`config.mk`:
```
export PLATFORM = sky130hd
export DESIGN_NAME = grid_sprite_renderer
export DESIGN_NICKNAME = d
export VERILOG_FILES = /design/src/rtl/grid_sprite_renderer.sv
export SDC_FILE = /design/constraint.sdc
export NUM_CORES = 1
export LEC_CHECK = 0
export ABC_AREA = 0
export CAP_MARGIN = 20
export CORE_AREA = 2 2 187 189
export CTS_CLUSTER_DIAMETER = 50
export DETAILED_ROUTE_END_ITERATION = 16
export DIE_AREA = 0 0 189 191
export PLACE_DENSITY_LB_ADDON = 0.15
export SLEW_MARGIN = 25
export SYNTH_ARGS = -nofsm -noshare
export SYNTH_HDL_FRONTEND = slang
export SYNTH_SLANG_ARGS = --single-unit
export TNS_END_PERCENT = 100
```
`constraint.sdc`:
```
create_clock -name pixel_clk_in -period 6.8 [get_ports pixel_clk_in]
set_input_delay 1.36 -clock pixel_clk_in [delete_from_list [all_inputs] [get_ports pixel_clk_in]]
set_output_delay 1.36 -clock pixel_clk_in [all_outputs]
set_load 0.02 [all_outputs]
```
`src/rtl/grid_sprite_renderer.sv`:
```
// Tile-grid sprite renderer: maps raster position to a grid cell, fetches the cell's
// sprite texel from an external ROM and composites transparency, animation and cursor border.
module grid_sprite_renderer #(
    parameter int          TILE_W      = 32,
    parameter int          TILE_H      = 32,
    parameter int          GRID_COLS   = 13,
    parameter int          GRID_ROWS   = 8,
    parameter int          ORIGIN_X    = 0,
    parameter int          ORIGIN_Y    = 0,
    parameter int          ROM_LATENCY = 2,
    parameter int          ANIM_PERIOD = 15,
    parameter logic [15:0] ANIM_MASK   = 16'h0300,
    parameter logic [11:0] BG_COLOR    = 12'h070,
    parameter logic [11:0] OUT_COLOR   = 12'hFFF,
    parameter logic [11:0] KEY_COLOR   = 12'hF0F,
    parameter logic [11:0] HL_COLOR    = 12'hFF0,
    parameter int          HL_WIDTH    = 2
) (
    input  logic                                        pixel_clk_in,
    input  logic                                        rst_in,
    input  logic [10:0]                                 hcount,
    input  logic [9:0]                                  vcount,
    input  logic                                        frame_tick,
    input  logic [GRID_ROWS-1:0][GRID_COLS-1:0][3:0]    object_grid,
    input  logic                                        cursor_valid,
    input  logic [3:0]                                  cursor_col,
    input  logic [2:0]                                  cursor_row,
    output logic [4+$clog2(TILE_H)+$clog2(TILE_W):0]    sprite_addr,
    input  logic [11:0]                                 sprite_data,
    output logic [11:0]                                 pixel_out,
    output logic                                        pixel_in_grid
);
    localparam int TXW = $clog2(TILE_W);
    localparam int TYW = $clog2(TILE_H);
    localparam int CW  = (GRID_COLS > 1) ? $clog2(GRID_COLS) : 1;
    localparam int RW  = (GRID_ROWS > 1) ? $clog2(GRID_ROWS) : 1;
    localparam int ACW = $clog2(ANIM_PERIOD + 1);
    localparam int AW  = 5 + TYW + TXW;

    localparam logic [11:0]    X_LO   = 12'(ORIGIN_X);
    localparam logic [11:0]    X_HI   = 12'(ORIGIN_X + GRID_COLS * TILE_W);
    localparam logic [10:0]    Y_LO   = 11'(ORIGIN_Y);
    localparam logic [10:0]    Y_HI   = 11'(ORIGIN_Y + GRID_ROWS * TILE_H);
    localparam logic [TXW-1:0] HLX_LO = TXW'(HL_WIDTH);
    localparam logic [TXW-1:0] HLX_HI = TXW'(TILE_W - HL_WIDTH);
    localparam logic [TYW-1:0] HLY_LO = TYW'(HL_WIDTH);
    localparam logic [TYW-1:0] HLY_HI = TYW'(TILE_H - HL_WIDTH);

    logic [11:0]     dx;
    logic [10:0]     dy;
    logic [11-TXW:0] col_full;
    logic [10-TYW:0] row_full;

    logic            vld_a_q, ing_a_q, hl_a_q;
    logic            ing_d, hl_d;
    logic [CW-1:0]   col_a_q, col_d;
    logic [RW-1:0]   row_a_q, row_d;
    logic [TXW-1:0]  tx_a_q, tx_d;
    logic [TYW-1:0]  ty_a_q, ty_d;

    logic [3:0]      type_b;
    logic            frm_b;
    logic [AW-1:0]   addr_d, sprite_addr_q;
    logic [3:0]      flg_d;
    // flag word: {valid, in_grid, highlight, empty_cell}
    logic [3:0]      flg_q [ROM_LATENCY+1];
    logic [3:0]      flg_out;

    logic [11:0]     pix_d, pixel_out_q;
    logic            pig_d, pixel_in_grid_q;
    logic [ACW-1:0]  anim_cnt_q;
    logic            anim_frame_q;

    assign dx       = {1'b0, hcount} - X_LO;
    assign dy       = {1'b0, vcount} - Y_LO;
    assign col_full = dx[11:TXW];
    assign row_full = dy[10:TYW];
    assign flg_out  = flg_q[ROM_LATENCY];

    always_comb begin
        ing_d = ({1'b0, hcount} >= X_LO) && ({1'b0, hcount} < X_HI) &&
                ({1'b0, vcount} >= Y_LO) && ({1'b0, vcount} < Y_HI);
        tx_d  = dx[TXW-1:0];
        ty_d  = dy[TYW-1:0];
        hl_d  = cursor_valid && ing_d &&
                (col_full == (12-TXW)'(cursor_col)) &&
                (row_full == (11-TYW)'(cursor_row)) &&
                ((tx_d < HLX_LO) || (tx_d >= HLX_HI) || (ty_d < HLY_LO) || (ty_d >= HLY_HI));
        // zeroed outside the grid so the cell lookup below never indexes past the array
        col_d = ing_d ? col_full[CW-1:0] : '0;
        row_d = ing_d ? row_full[RW-1:0] : '0;
    end

    always_comb begin
        type_b = object_grid[row_a_q][col_a_q];
        frm_b  = ANIM_MASK[type_b] & anim_frame_q;
        addr_d = ing_a_q ? {type_b, frm_b, ty_a_q, tx_a_q} : '0;
        flg_d  = {vld_a_q, ing_a_q, hl_a_q, (type_b == 4'd0)};
    end

    always_comb begin
        pix_d = '0;
        pig_d = 1'b0;
        if (flg_out[3]) begin
            pig_d = flg_out[2];
            if (!flg_out[2])                 pix_d = OUT_COLOR;
            else if (flg_out[1])             pix_d = HL_COLOR;
            else if (flg_out[0])             pix_d = BG_COLOR;
            else if (sprite_data == KEY_COLOR) pix_d = BG_COLOR;
            else                             pix_d = sprite_data;
        end
    end

    always_ff @(posedge pixel_clk_in or posedge rst_in) begin
        if (rst_in) begin
            vld_a_q         <= 1'b0;
            ing_a_q         <= 1'b0;
            hl_a_q          <= 1'b0;
            col_a_q         <= '0;
            row_a_q         <= '0;
            tx_a_q          <= '0;
            ty_a_q          <= '0;
            sprite_addr_q   <= '0;
            for (int i = 0; i <= ROM_LATENCY; i++) flg_q[i] <= '0;
            pixel_out_q     <= '0;
            pixel_in_grid_q <= 1'b0;
            anim_cnt_q      <= '0;
            anim_frame_q    <= 1'b0;
        end else begin
            vld_a_q         <= 1'b1;
            ing_a_q         <= ing_d;
            hl_a_q          <= hl_d;
            col_a_q         <= col_d;
            row_a_q         <= row_d;
            tx_a_q          <= tx_d;
            ty_a_q          <= ty_d;
            sprite_addr_q   <= addr_d;
            flg_q[0]        <= flg_d;
            for (int i = 1; i <= ROM_LATENCY; i++) flg_q[i] <= flg_q[i-1];
            pixel_out_q     <= pix_d;
            pixel_in_grid_q <= pig_d;
            if (frame_tick) begin
                if (anim_cnt_q == ACW'(ANIM_PERIOD - 1)) begin
                    anim_cnt_q   <= '0;
                    anim_frame_q <= ~anim_frame_q;
                end else begin
                    anim_cnt_q   <= anim_cnt_q + 1'b1;
                end
            end
        end
    end

    assign sprite_addr   = sprite_addr_q;
    assign pixel_out     = pixel_out_q;
    assign pixel_in_grid = pixel_in_grid_q;
endmodule

```
==> results.py, run 1 <==
metrics = {
    "outcome": {
        "status": "finished, final reports clean",
    },
    "timing": {
        "fin_worst_skew_ps": 5.97,
        "fmax_mhz": 291,
        "finalSetupTns_ps": 0,
        "tightest_slew_ps": 1060,
        "finalCritPeriodShare_pct": 50.6,
        "rsz0062_at_grt": "false",
        "maxSlewViolCount": 0,
        "hold_viol_final": 0,
        "setup_viol": 0,
        "layout_min_cycle_time_ps": 3440,
        "max_slew_margin_pct": 29.1,
    },
    "floorplan": {
        "die_h_um": 191,
        "core_area_um2": 34100,
        "rows": 68,
        "start_util_pct": 17.5,
        "io_pins": 488,
        "die-area_um2": 36100,
        "dieWidth_um": 189,
    },
    "power_and_ir_drop": {
        "peakVddDrop_uv": 108,
        "p_leak_nw": 4.06,
        "power.total_w": 0.00132,
        "power_density_nw_per_um2": 115,
    },
    "clock_tree": {
        "cts_setup_buffers": 0,
        "cts_resized": 0,
        "insertion_delay_ps": 330,
        "htree_levels": 3,
        "cts_tree": "yes",
        "postCtsHoldBufs": 0,
        "cts_buffers": 9,
        "clock_path_buffers": 2,
        "cts_num_sinks": 65,
        "cts_root_buf": "clkbuf_16",
        "clkTransAtPathRegs_ps": 60,
    },
    "critical_path": {
        "cpMaxStageDelayCell": "or4_1",
        "critPathRequiredTime_ps": 7060,
        "path_class": "input pin to flip-flop",
        "path_cells": "clkdlybuf4s50_1 -> mux4_2 -> mux2i_1 -> a221oi_1 -> or4_1 -> o211a_1 -> nor2_1 -> and3b_1",
        "cp-start-kind": "input pin",
        "cp.arrival_ps": 3700,
        "cp-end-kind": "flip-flop",
        "max_stage_delay_ps": 510,
        "path_max_fanout": 2,
    },
    "place": {
        "hpwl_um": 30400,
        "port_buffers": 487,
        "place_congestion": 0.845,
    },
    "detailed_routing": {
        "via_count": 6444,
        "drt_iter0_drc": 271,
        "wl_per_cell_um": 24.8,
        "remaining_drc_errors": 0,
        "via_per_inst": 4.46,
        "dr.pass1.iters": 5,
        "wirelength_um": 35900,
        "drtAntennaViolNets": 0,
    },
    "grt": {
        "grt_use_total_pct": 19.6,
        "overflow": 0,
        "antenna_found_initial": 12,
        "grt_pass1_vias": 6972,
        "grt_max_degree": 83,
        "grt_pass1_wl_um": 50100,
    },
    "synth": {
        "synth_ff_type": "dfrtp_1",
        "async_flop_share_pct": 100,
        "synth_edf_count": 0,
        "netlist_area_um2": 5980,
        "syn_area_per_cell_um2": 11.6,
        "yosysTopAreaCellShare_pct": 27.2,
        "post-synth-top-area-cell": "dfrtp_1",
        "synth.area.top_cells": "dfrtp_1 (27%), mux4_2 (25%), mux2i_1 (15%), a22oi_1 (2.5%), nand2_1 (2.0%)",
        "synth_fp_nets": 974,
        "ys_ff_latch": 65,
        "synth-seq-area-share_pct": 27.2,
        "ys_types": 64,
        "synthCells": 514,
        "ys_warn_count": 0,
    },
    "worst_hold_path": {
        "holdCritPathClass": "flip-flop to flip-flop",
    },
    "layout": {
        "finalNetCount": 1438,
        "drive_gt1_share_pct": 11.3,
        "areaGrowthSynthToFinish_pct": 91.7,
        "fillers": 3522,
    },
    "run": {
        "cap_violations": 0,
    },
}
[registers in the layout, indices dropped and copies added, names as in the netlist, 3 cells and up]
signal / count
anim_cnt_q: 4
col_a_q: 4
flg_out: 4
flg_q: 8
pixel_out: 12
row_a_q: 3
sprite_addr: 15
tx_a_q: 5
ty_a_q: 5
[stage by stage]
step	hold WS [ps]	utilization, %	instance area, µm²	cells	worst slack, ps
final	346	33.6	11500	1445	3360
after CTS	347	33.5	11400	1437	3240
after global placement	331	32.7	11200	1422	3040
after global routing	361	33.6	11500	1440	3120
after detailed placement	335	32.7	11200	1422	3040
after floorplan	331	-	5980	514	3810
[path summary, 6_finish.rpt]
kind / from / endpoint / slack [ps] / cells after the start
max: object_grid[65] / flg_q[8]$_DFF_PP0_ / 3360 / 8
min: flg_q[9]$_DFF_PP0_ / flg_q[5]$_DFF_PP0_ / 350 / 0
max reg2reg: row_a_q[0]$_DFF_PP0_ / flg_q[8]$_DFF_PP0_ / 3390 / 7
min reg2reg: flg_q[9]$_DFF_PP0_ / flg_q[5]$_DFF_PP0_ / 350 / 0
max in group asynchronous: rst_in / row_a_q[0]$_DFF_PP0_ / 4590 / 3
min in group asynchronous: rst_in / sprite_addr[2]$_DFF_PP0_ / 1600 / 3
[area by class of cell]
class                           count  area, µm²  share of cell area [%]
Tap cell                          455        569                    4.97
Clock buffer                       10        239                    2.08
Inverter                            8       30.0                   0.262
Multi-Input combinational cell    399       3990                    34.8
Sequential cell                    65       1640                    14.3
Clock inverter                      5       31.3                   0.273
Timing Repair Buffer              495       4950                    43.2
Antenna cell                        8       20.0                   0.175
[cells in the mapped netlist (3+ instances only)]
cell type and n:
buf_4 8, nand3_1 15, and2_1 16, nand2b_1 5, inv_1 5, nand2_1 32
buf_6 9, o21a_1 3, o21ai_0 9, xnor2_1 7, dfrtp_1 65, a31oi_1 3
nor2_1 10, nor2b_1 7, nor3_1 6, buf_2 12, mux2_2 7, or4_1 3
mux2i_1 89, o22ai_1 7, a21boi_0 9, a21oi_1 17, and3_1 10, and4b_1 3
buf_12 3, clkbuf_1 8, mux2_1 4, a221oi_1 4, mux4_2 67, a22oi_1 20
nand4_1 10
[worst max-delay path: cells and delay by family]
family / cells / cell delay, ps
AOI/OAI and AO/OA: 2 / 280
and+or+nand+nor: 3 / 810
muxes: 2 / 770
buffers and inverters: 1 / 480
[logic make-up after synthesis]
family / synth area share [%]
DFF: 27.2
xor gates and xnor gates: 1.17
other: 0.0627
muxes: 42.2
and+or+nand+nor: 11.6
buffers and inverters: 6.21
AOI/OAI and AO/OA: 11.6
[report_power, final]
| group | switching (W) | leakage, nW | internal, W |
|---|---|---|---|
| sequential | 0.0000261 | 0.831 | 0.000412 |
| clock | 0.000160 | 0.135 | 0.000253 |
| combinational | 0.000140 | 3.09 | 0.000324 |
| total | 0.000326 | 4.06 | 0.000989 |
[placed cells by master (no fill, tap or decap), types with 3 or more instances in the layout]
cell             count
a21boi_0             9
a21oi_1             17
a221oi_1             4
a22oi_1             20
a31oi_1              3
and2_1              16
and3_1              10
and4b_1              3
buf_4                7
clkbuf_16            9
clkdlybuf4s50_1    487
clkinv_2             3
dfrtp_1             62
dfrtp_4              3
diode_2              8
inv_1                4
inv_2                3
mux2_1               4
mux2_2               7
mux2i_1             89
mux4_2              67
nand2_1             32
nand2b_1             5
nand3_1             15
nand4_1             10
nor2_1              10
nor2b_1              7
nor3_1               6
o21a_1               3
o21ai_0              9
o22ai_1              7
or4_1                3
xnor2_1              7
[routing by layer]
layer	routed length [µm]	share of wire (%)	track usage, %
met4	221	0.62	3.13
met2	17700	49	34.0
met3	2990	8.3	7.34
met1	15000	42	23.3
met5	49	0.14	0
(Power assumes the default switching activity.)
==> inputs of run 2 (changes only) <==
clock period = 3.28 ns   (was 6.8 ns; I/O delays follow)
==> results.py, run 2 (same netlist as run 1, synthesis figures left out) <==
metrics = {
    "grt": {
        "grt_max_degree": 42,
        "grt_pass1_vias": 7254,
        "grt_use_total_pct": 19.6,
        "antenna_found_initial": 16,
        "overflow": 0,
        "grt_pass1_wl_um": 50500,
    },
    "detailed_routing": {
        "dr.pass1.iters": 4,
        "remaining_drc_errors": 0,
        "wirelength_um": 36200,
        "drt_iter0_drc": 223,
        "drtAntennaViolNets": 0,
        "via_count": 6528,
        "via_per_inst": 4.44,
        "wl_per_cell_um": 24.6,
    },
    "clock_tree": {
        "cts_resized": 0,
        "cts_tree": "yes",
        "cts_buffers": 9,
        "cts_root_buf": "clkbuf_16",
        "clkTransAtPathRegs_ps": 50,
        "clock_path_buffers": 2,
        "htree_levels": 3,
        "postCtsHoldBufs": 0,
        "cts_num_sinks": 65,
        "insertion_delay_ps": 330,
        "cts_setup_buffers": 0,
    },
    "critical_path": {
        "path_class": "flip-flop to flip-flop",
        "cp-start-kind": "flip-flop",
        "critPathRequiredTime_ps": 3540,
        "cp.arrival_ps": 3130,
        "cp-end-kind": "flip-flop",
        "path_max_fanout": 25,
    },
    "place": {
        "place_congestion": 0.867,
        "port_buffers": 487,
        "hpwl_um": 31200,
        "place_area_um2": 11400,
    },
    "layout": {
        "finalNetCount": 1459,
        "final_cell_mix": "clkdlybuf4s50_1 (487), mux2i_1 (89), mux4_2 (67)",
        "drive_gt1_share_pct": 13.0,
        "largest_register_ffs": 15,
        "areaGrowthSynthToFinish_pct": 96.1,
        "final_cell_area_um2": 11700,
        "layout_commonest_cell": "clkdlybuf4s50_1",
        "fillers": 3497,
    },
    "floorplan": {
        "core_area_um2": 34100,
        "die_h_um": 191,
        "dieWidth_um": 189,
        "start_util_pct": 17.5,
        "io_pins": 488,
        "rows": 68,
        "die-area_um2": 36100,
    },
    "run": {
        "cap_violations": 0,
    },
    "timing": {
        "finalCritPeriodShare_pct": 87.7,
        "fin_worst_skew_ps": 4.70,
        "finalSetupTns_ps": 0,
        "hold_viol_final": 0,
        "max_slew_margin_pct": 52.6,
        "rsz0062_at_grt": "false",
        "setup_viol": 0,
        "maxSlewViolCount": 0,
        "tightest_slew_ps": 709,
        "fmax_mhz": 348,
        "layout_min_cycle_time_ps": 2880,
    },
    "power_and_ir_drop": {
        "peakVddDrop_uv": 234,
        "p_leak_nw": 4.20,
        "power_density_nw_per_um2": 240,
    },
    "worst_hold_path": {
        "holdCritPathClass": "flip-flop to flip-flop",
    },
    "outcome": {
        "status": "finished, final reports clean",
    },
}
-- run 2: critical path: stages, from the launching register on --
cell     delay, ps
dfrtp_4        680
buf_12         270
buf_12         190
mux4_2         520
nand3_1        110
nand3_1         90
nor3_1         410
buf_4          180
a311o_1        120
and3b_1        170
-- run 2: power breakdown --
part           internal, W  total (W)  switching, W
clock             0.000622   0.000939      0.000317
sequential        0.000854   0.000904     0.0000501
combinational     0.000680   0.000973      0.000292
total              0.00216    0.00282      0.000659
-- run 2: worst paths after layout --
path,from,to,slack [ps],cells past startpoint
worst max-delay path,row_a_q[0]$_DFF_PP0_,flg_q[8]$_DFF_PP0_,400,9
worst min-delay path,flg_q[7]$_DFF_PP0_,flg_out[3]$_DFF_PP0_,340,0
worst max register to register,row_a_q[0]$_DFF_PP0_,flg_q[8]$_DFF_PP0_,400,9
worst min register to register,flg_q[7]$_DFF_PP0_,flg_out[3]$_DFF_PP0_,340,0
max in group asynchronous,rst_in,flg_q[7]$_DFF_PP0_,1900,3
min in group asynchronous,rst_in,tx_a_q[3]$_DFF_PP0_,770,2
-- run 2: area by class of cell --
class	instances	area, µm²	share of cell area [%]
diodes	13	32.5	0.277
clock buffers	12	256	2.19
clock inverters	3	40.0	0.341
inverters	8	30.0	0.256
multi-input cells	399	3980	34.0
flip-flops and latches	65	1640	14.0
well taps	455	569	4.85
repair buffers	516	5180	44.2
-- run 2: metrics by stage --
| stage | hold WS, ps | std cells | utilization [%] | total power [W] | worst slack [ps] |
|---|---|---|---|---|---|
| floorplan | 331 | 514 | - | 0.00120 | 998 |
| global placement | 332 | 1443 | 33.4 | 0.00189 | 172 |
| detailed placement | 335 | 1443 | 33.4 | 0.00190 | 182 |
| CTS | 344 | 1458 | 34.3 | 0.00287 | 326 |
| global route | 358 | 1463 | 34.3 | 0.00297 | 218 |
| finish | 343 | 1471 | 34.4 | 0.00282 | 405 |
-- run 2: routing by layer --
metal | GRT usage, % | up-vias | wire length (µm)
met5 | 0 | - | 41
met4 | 3.73 | 6 | 420
met3 | 7.56 | 31 | 3490
met2 | 33.5 | 308 | 17500
met1 | 23.6 | 3142 | 14700
li1 | - | 3041 | -
==> patch: new RTL, config.mk and constraints of run 2 <==
The output `sprite_addr` loses its register stage (`sprite_addr_q` becomes a continuous assignment).
--- a/src/rtl/grid_sprite_renderer.sv
+++ b/src/rtl/grid_sprite_renderer.sv
@@ -120,7 +120,6 @@
             row_a_q         <= '0;
             tx_a_q          <= '0;
             ty_a_q          <= '0;
-            sprite_addr_q   <= '0;
             for (int i = 0; i <= ROM_LATENCY; i++) flg_q[i] <= '0;
             pixel_out_q     <= '0;
             pixel_in_grid_q <= 1'b0;
@@ -134,7 +133,6 @@
             row_a_q         <= row_d;
             tx_a_q          <= tx_d;
             ty_a_q          <= ty_d;
-            sprite_addr_q   <= addr_d;
             flg_q[0]        <= flg_d;
             for (int i = 1; i <= ROM_LATENCY; i++) flg_q[i] <= flg_q[i-1];
             pixel_out_q     <= pix_d;
@@ -150,6 +148,8 @@
         end
     end
 
+    assign sprite_addr_q = addr_d;
+
     assign sprite_addr   = sprite_addr_q;
     assign pixel_out     = pixel_out_q;
     assign pixel_in_grid = pixel_in_grid_q;
Check against the original RTL: not equivalent (a bounded check fails within 4 cycles, from zero or initial values and one cycle with rst_in high).
==> patch against run 2 <==
The run now ends with negative setup slack left. Setup slack worse by 720 ps. Count of clock-buffer cells in the layout down 6. First-iteration DRC count down 8.5%. Routed wire length down 3.0%. Total power down 18%. Critical path depth down 1. Synthesized area down 9.2%. Non-clock buffer count up 72. Worst hold slack better by 5.7 ps. Final cell count up 1.1%. Global-route usage down 0.60 points. Sequential cell count down 15. Sequential power down 22%. Cell area up 2.7%.
==> patch: results (changes against run 2) <==
| Metric | Value |
|---|---|
| Fillers | 3,450 (-1.3%) |
| Status | finished with violations |
| Multi-input comb cells | 373 (-6.5%) |
| Final setup vio count | 5 (+5) |
| Placed cells | 1,458 (+1.0%) |
| Violated checks | negative setup slack |
| Worst Max-Slew Pin Slew | 492 ps (-217 ps) |
| Sequential share of cell area | 10.5% (-3.5 points) |
| Logic inverters | 7 (-1) |
| Max Clock Skew | 4.61 ps (-0.0854 ps) |
| Vias post-DR | 6,465 (-0.97%) |
| Distinct cells, synth | 51 (-20%) |
| Initial antenna violation count | 9 (-7) |
| Multi-input gate share of the layout cell area | 33.9% (-0.041 points) |
| Setup TNS | -893 ps (-893 ps) |
| Internal | 1740 µW (-19%) |
| Synth top area share | 33.2% (+6.0 points) |
| Cell family with most CP delay | multiplexers |
| Comb group | 1030 µW (+6%) |
| Final WS setup | -317 ps (-722 ps) |
| Wirelength per Cell | 23.6 µm (-4.1%) |
| Non-clk buf share | 49.1% (+5.0 points) |
| Area post-placement | 11,400 µm² (+0.14%) |
| Post-synth top cells | 80 x mux4_2, 71 x mux2i_1, 50 x dfrtp_1 |
| Clk sinks | 50 (-23%) |
| Arrival time worst endpoint | 2940 ps (-190 ps) |
| Top cells by area, synth | mux4_2 33%, dfrtp_1 23%, mux2i_1 13%, a22oi_1 3.9%, and2_1 2.2% |
| Syn Inst Count | 467 (-9.1%) |
| Slowest CP cell | mux4_2 |
| CTS clk-pin slew, worst paths | 70 ps (+20 ps) |
| Buffers outside the clock class | 588 (+14%) |
| CTS Buf Count | 5 (-4) |
| Power per Cell Area | 193 nW/µm² (-20%) |
| Power Sequential | 706 µW (-22%) |
| Post_cts resized | 71 (+71) |
| Reg2reg path depth | 8 (-1) |
| Clock insertion delay at the later pin of the skew report | 290 ps (-40 ps) |
| First-pass GRT wire length | 49.7 mm (-1.6%) |
| Max reg flops | 12 (-3) |
| Worst setup path end | sprite_addr[10] |
| Critical Path Start | object_grid[258] |
-- patch: cell types whose count changed in the layout (fill, tap and decap cells not counted), sizes merged, moves of 9 or more --
cell           change
clkdlybuf4s50     -25
dlygate4sd2       +17
buf               +74
a21oi              -9
dfrtp             -15
mux4              +13
mux2i             -18
-- patch: kinds of logic (layout without fill, tap and decap cells) --
group           after synthesis  after routing  share of synthesized area (%)
mux                         155            155                           47.1
simple gates                117            117                           11.5
compound gates               92             92                           11.9
flops                        50             50                           23.0
buf+inv                      44            603                           5.07
xor+xnor                      8              8                           1.29
other cells                   1              7                         0.0691
-- patch: worst register-to-register path, delay by kind of cell (launching register included) --
| family | cells | cell delay (ps) |
|---|---|---|
| flip-flops | 1 | 480 |
| multiplexers | 2 | 1050 |
| AND/OR/NAND/NOR | 1 | 170 |
| AO/OA/AOI/OAI | 2 | 330 |
| buffers and inverters | 3 | 460 |
-- patch: worst min-delay path by stage --
stage / slack [ps] / from / to
floorplan: 330 / flg_q[4]$_DFF_PP0_ / flg_out[0]$_DFF_PP0_
global placement: 330 / flg_q[7]$_DFF_PP0_ / flg_out[3]$_DFF_PP0_
detailed placement: 330 / flg_q[5]$_DFF_PP0_ / flg_out[1]$_DFF_PP0_
CTS: 350 / flg_q[5]$_DFF_PP0_ / flg_out[1]$_DFF_PP0_
global route: 360 / flg_q[8]$_DFF_PP0_ / flg_q[4]$_DFF_PP0_
finish: 350 / flg_q[8]$_DFF_PP0_ / flg_q[4]$_DFF_PP0_
-- patch: layer usage --
| metal | GRT usage, % | up-vias | wire length (µm) |
|---|---|---|---|
| li1 | - | 3021 | - |
| met1 | 22.0 | 3093 | 13900 |
| met3 | 5.56 | 40 | 2860 |
| met4 | 3.91 | 4 | 640 |
| met5 | 0 | - | 25 |
| met2 | 34.8 | 307 | 17700 |
